===== src/rtl/gray_counter.sv =====
// gray_counter: N-bit up/down counter keeping a registered binary count
// and a registered Gray copy of the same value. Intended as a pointer or
// sequence source whose Gray view crosses a clock domain boundary.
//
// Build option: define GRAY_COUNTER_SAT_EN to make the counter saturate
// at all-ones / zero instead of wrapping. In that build o_wrap is tied to 0.
//
// Ports:
//   i_clk     rising-edge clock
//   i_rst     asynchronous active-high reset
//   i_en      count enable, one step per cycle while high
//   i_up      direction: 1 = increment, 0 = decrement
//   i_load    synchronous parallel load strobe (wins over i_en)
//   i_load_G  Gray-coded value to load
//   o_B       registered count, binary
//   o_G       registered count, Gray (always gray(o_B))
//   o_tc      combinational terminal count for the current i_up
//   o_wrap    registered one-cycle pulse following a wrap step
module gray_counter #(
  parameter int            N         = 8,
  parameter logic [N-1:0]  RESET_VAL = '0
) (
  input  logic         i_clk,
  input  logic         i_rst,
  input  logic         i_en,
  input  logic         i_up,
  input  logic         i_load,
  input  logic [N-1:0] i_load_G,
  output logic [N-1:0] o_B,
  output logic [N-1:0] o_G,
  output logic         o_tc,
  output logic         o_wrap
);

  localparam logic [N-1:0] ONE       = {{(N-1){1'b0}}, 1'b1};
  localparam logic [N-1:0] RESET_G   = RESET_VAL ^ (RESET_VAL >> 1);

  logic [N-1:0] b_q, g_q;
  logic         wrap_q;

  logic [N-1:0] load_b;   // binary image of i_load_G
  logic [N-1:0] step_b;   // next binary value for a count step
  logic [N-1:0] step_g;
  logic         at_max, at_min, at_end;
  logic         wrap_step;

  // Gray to binary: bit k is the XOR of all Gray bits from k up to the MSB.
  // Written as a prefix reduction so no bit depends on another output bit.
  always_comb begin
    load_b = '0;
    for (int k = 0; k < N; k++) begin
      load_b[k] = ^(i_load_G >> k);
    end
  end

  assign at_max = (b_q == {N{1'b1}});
  assign at_min = (b_q == '0);
  assign at_end = i_up ? at_max : at_min;

  // Terminal count is purely combinational so it tracks i_up even in reset.
  assign o_tc = at_end;

`ifdef GRAY_COUNTER_SAT_EN
  // Saturating build: at the end point the step holds the current value,
  // and there is never a wrap to report.
  always_comb begin
    step_b = i_up ? (b_q + ONE) : (b_q - ONE);
    if (at_end) step_b = b_q;
  end
  assign wrap_step = 1'b0;
`else
  always_comb begin
    step_b = i_up ? (b_q + ONE) : (b_q - ONE);
  end
  assign wrap_step = at_end;
`endif

  assign step_g = step_b ^ (step_b >> 1);

  // Priority: reset > load > count > hold. o_wrap is cleared by anything
  // other than a wrapping count step.
  always_ff @(posedge i_clk or posedge i_rst) begin
    if (i_rst) begin
      b_q    <= RESET_VAL;
      g_q    <= RESET_G;
      wrap_q <= 1'b0;
    end else if (i_load) begin
      b_q    <= load_b;
      g_q    <= i_load_G;
      wrap_q <= 1'b0;
    end else if (i_en) begin
      b_q    <= step_b;
      g_q    <= step_g;
      wrap_q <= wrap_step;
    end else begin
      wrap_q <= 1'b0;
    end
  end

  assign o_B    = b_q;
  assign o_G    = g_q;
  assign o_wrap = wrap_q;

endmodule


===== config.mk =====
export PLATFORM = sky130hd
export DESIGN_NAME = gray_counter
export DESIGN_NICKNAME = d
export VERILOG_FILES = /design/src/rtl/gray_counter.sv
export SDC_FILE = /design/constraint.sdc
export NUM_CORES = 1
export LEC_CHECK = 0
export CORE_MARGIN = 1
export CORE_UTILIZATION = 35
export CTS_CLUSTER_SIZE = 24
export DETAILED_ROUTE_END_ITERATION = 16
export HOLD_SLACK_MARGIN = 0.05
export PLACE_DENSITY = 0.73
export SYNTH_ARGS = -nofsm -noshare
export SYNTH_HDL_FRONTEND = slang
export SYNTH_SLANG_ARGS = --single-unit

===== constraint.sdc =====
create_clock -name i_clk -period 2 [get_ports i_clk]
set_input_delay 0.5 -clock i_clk [delete_from_list [all_inputs] [get_ports i_clk]]
set_output_delay 0.5 -clock i_clk [all_outputs]
set_load 0.05 [all_outputs]

==> run_results.csv <==
group,metric,value,unit
synth,synthesis.nets,155,
sta,report.final.slew_viol_count,0,
min_path,hold_path_class,"primary input to async pin",
clock_tree,clkLatencyLatePin,0.29,ns
routing,first_iter_violations,36,
sta,grt_setup_unrepaired,"yes",
placed_design,routabilityCongestion,0.8406,
floorplanning,dieArea,3744,um^2
synth,avgSynthCellArea,9.083,um^2
clock_tree,clockBufferDepth,2,
sta,timing.final.ws_setup,-0.1339,ns
synth,synth_cells,135,
pwr,leakagePower,0.9514,nW
routing,wl_per_cell,14.87,um
sta,setup_viol,5,
global_route,grt_start_max_net_pins,31,
routing,drc,0,
setup_path,rrSetupSlack,-0.11,ns
setup_path,worst_ep_arrival_time,2.36,ns
clock_tree,cts_root_buf,"clkbuf_4",
global_route,grt_use_total,20.07,%
floorplanning,start_util,36.75,%
global_route,antenna_found_initial,0,
routing,viasPerCell,5.024,
setup_path,worst_r2r_path_depth,7,
pwr,power_density,1300,nW/um^2
sta,layout_min_cycle_time,2.134,ns
setup_path,cp_max_fo,6,
setup_path,crit_buf_inv,2,
routing,num_vias,1241,
routing,ant_nets,0,
sta,fin_crit_sh,106.7,%
clock_tree,clock_sinks,16,
sta,finalHoldViolCount,0,
setup_path,r2r_start,"o_B[2]",
sta,fmax,468.6,MHz
global_route,grt_pass1_wl,5.430,mm
routing,drt_first_pass_iters,3,
synth,synth_seq_cells,16,
placed_design,port_buffers,30,
placed_design,dpl.hpwl,2.576,mm
placed_design,place_ws,-0.9187,ns
finish,fin_area,2043,um^2
setup_path,criticalPathCategory,"primary input to flip-flop",
floorplanning,die_height,61.19,um
clock_tree,cts_buffers,3,
floorplanning,dieWidth,61.19,um
placed_design,placed_cells,236,
placed_design,place_area,1827,um^2
setup_path,critPathMaxStageDelay,0.44,ns
sta,holdWs,0.4799,ns
finish,final_nets,222,
pwr,peakVddDrop,804.6,uV
setup_path,worstPathRequired,2.23,ns
floorplanning,num_io_pins,31,
clock_tree,cts_max_level,1,
sta,worstMarginPinSlew,0.5130,ns
run_status,status,"finished, violations left",
clock_tree,cts_hold_buf,0,
finish,antenna_cells,0,
synth,synth-seq-area-share,32.65,%
finish,post-route-util,61.23,%
run_status,failed_checks,"setup timing",
finish,syn_to_final_growth,66.63,%
setup_path,crit_path_end_kind,"flip-flop",
sta,relSlewSlack,65.74,%
synth,yosysWarnings,0,
finish,final_layout_size_suffix_gt1_share,42.79,%
setup_path,start_kind,"primary input",
synth,syn-cell-area,1226,um^2
setup_path,path_delay_family,"simple AND/OR/NAND/NOR gates",
clock_tree,cts_tree,"built",
run,drv_cap,0,
setup_path,slowest_stage,"or4_4",
global_route,grt_pass1_vias,1181,
synth,ys_types,35,
global_route,grt_overflow_total,0,
finish,final_cells,247,
routing,totalWireLength,3.672,mm
floorplanning,core,3337,um^2
setup_path,regToRegEndpoint,"o_G[6]",
setup_path,critical_path.cell_chain,"buf_8 > clkinvlp_4 > ha_4 > nor2b_4 > o31a_1 > or4_4 > nand3_4 > or3b_1 > nand3_1",
sta,worst_clock_skew,0.007921,ns
clock_tree,clkSlewWorstSetupHoldPaths,0.10,ns
floorplanning,rows,21,
==> how the worst max path moves through the flow <==
stage                     start      to  slack [ns]  depth (start not counted)
after floorplan            i_up  o_G[6]       -0.27                          8
after global placement     i_up  o_G[6]       -0.86                          9
after detailed placement   i_up  o_G[6]       -0.92                          9
after CTS                  i_up  o_G[6]       -0.18                          9
after global routing       i_up  o_G[6]       -0.18                         10
final                      i_up  o_G[6]       -0.13                          9
==> layer usage <==
metal	GRT usage (%)	up-vias	routed length [um]
li1	-	605	-
met1	24.32	604	1515
met2	34.63	26	1987
met3	5.042	6	116
met4	6.818	0	53
met5	0	-	0
==> metrics by stage <==
| step | TNS, ns | power [W] |
|---|---|---|
| 2_1_floorplan | -0.5637 | 0.001608 |
| 3_3_place_gp | -8.839 | 0.002169 |
| 3_5_place_dp | -9.675 | 0.002214 |
| 4_1_cts | -0.4115 | 0.002515 |
| 5_1_grt | -0.7408 | 0.002825 |
| 6_report | -0.3032 | 0.002656 |
==> final cells by class <==
class                   instances  area (um^2)
flip-flops and latches         16        405.4
multi-input cells             107        927.1
fillers                       294         1294
clock buffers                   4        26.28
well taps                      46        57.56
repair buffers                 69        604.3
inverters                       5        22.52
==> worst reg2reg max path: stages, from the launching register on <==
cell and delay, ns:
dfrtp_2 0.45, ha_4 0.25, nor2b_4 0.12, o31a_1 0.27, or4_4 0.44, nand3_4 0.09, or3b_1 0.35, nand3_1 0.07
==> timing repair <==
item / 4_1_cts / 5_1_grt
setup endpoints to repair: 15 / 12
buffers inserted: 5 / 3
cloned: 0 / 0
gates resized for setup: 18 / 19
pin swaps: 11 / 11
==> layout by cell type, fill, tap and decap left out, drive strengths merged, types with 2 or more instances in the layout <==
master         netlist  final
buf                  1     53
dfrtp               16     16
o21ai               15     15
nand2               14     14
a21oi               11     11
clkdlybuf4s50        0     10
xor2                 8      8
xnor2                8      8
mux2i                7      7
ha                   6      6
nand3                5      5
nor2                 4      4
nor2b                4      4
clkbuf               6      4
inv                  5      4
nor3b                3      3
dlygate4sd2          0      3
dlymetal6s2s         0      3
a211oi               3      3
a21o                 2      2
nand4                2      2
nor3                 2      2
or3b                 2      2
==> power breakdown <==
group / internal (W) / switching, W
Combinational: 0.000904 / 0.00106
Sequential: 0.000425 / 0.0000870
Clock: 0.0000775 / 0.000105
==> logic make-up after synthesis <==
kind of cell / after synthesis / synth area share (%)
buffers and inverters: 12 / 4.082
flip-flops: 16 / 32.65
AND/OR/NAND/NOR: 40 / 17.04
multiplexers: 7 / 5.715
adder cells (fa/ha/maj): 7 / 7.755
XOR/XNOR: 18 / 16.53
AO/OA/AOI/OAI: 35 / 16.22
==> synthesized netlist by cell type (all sizes together) <==
| library cell | n | area [um^2] |
|---|---|---|
| nand3 | 5 | 25.02 |
| ha | 6 | 75.07 |
| and4 | 1 | 8.760 |
| o31a | 1 | 8.760 |
| xnor2 | 8 | 77.58 |
| o31ai | 1 | 7.510 |
| mux2i | 7 | 70.07 |
| nor2b | 4 | 25.02 |
| o211ai | 1 | 7.510 |
| nor2 | 4 | 15.01 |
| inv | 5 | 18.77 |
| fa | 1 | 20.02 |
| xor3 | 1 | 25.02 |
| xnor3 | 1 | 22.52 |
| nor3b | 3 | 22.52 |
| o21ai | 15 | 75.07 |
| a21o | 2 | 15.01 |
| nand2b | 1 | 6.260 |
| a211oi | 3 | 22.52 |
| nor3 | 2 | 10.01 |
| clkbuf | 6 | 23.77 |
| buf | 1 | 7.510 |
| xor2 | 8 | 77.58 |
| nor4 | 1 | 6.260 |
| nand2 | 14 | 52.55 |
| or3b | 2 | 17.52 |
| nand4 | 2 | 12.51 |
| or4 | 1 | 7.510 |
| dfrtp | 16 | 400.4 |
| o21a | 1 | 7.510 |
| a21oi | 11 | 55.05 |
==> flip-flops by register name, summed over array words and instances, names as in the netlist <==
name and count:
o_B 8, o_G 7, o_wrap 1
Power figures use the tool's default switching activity.
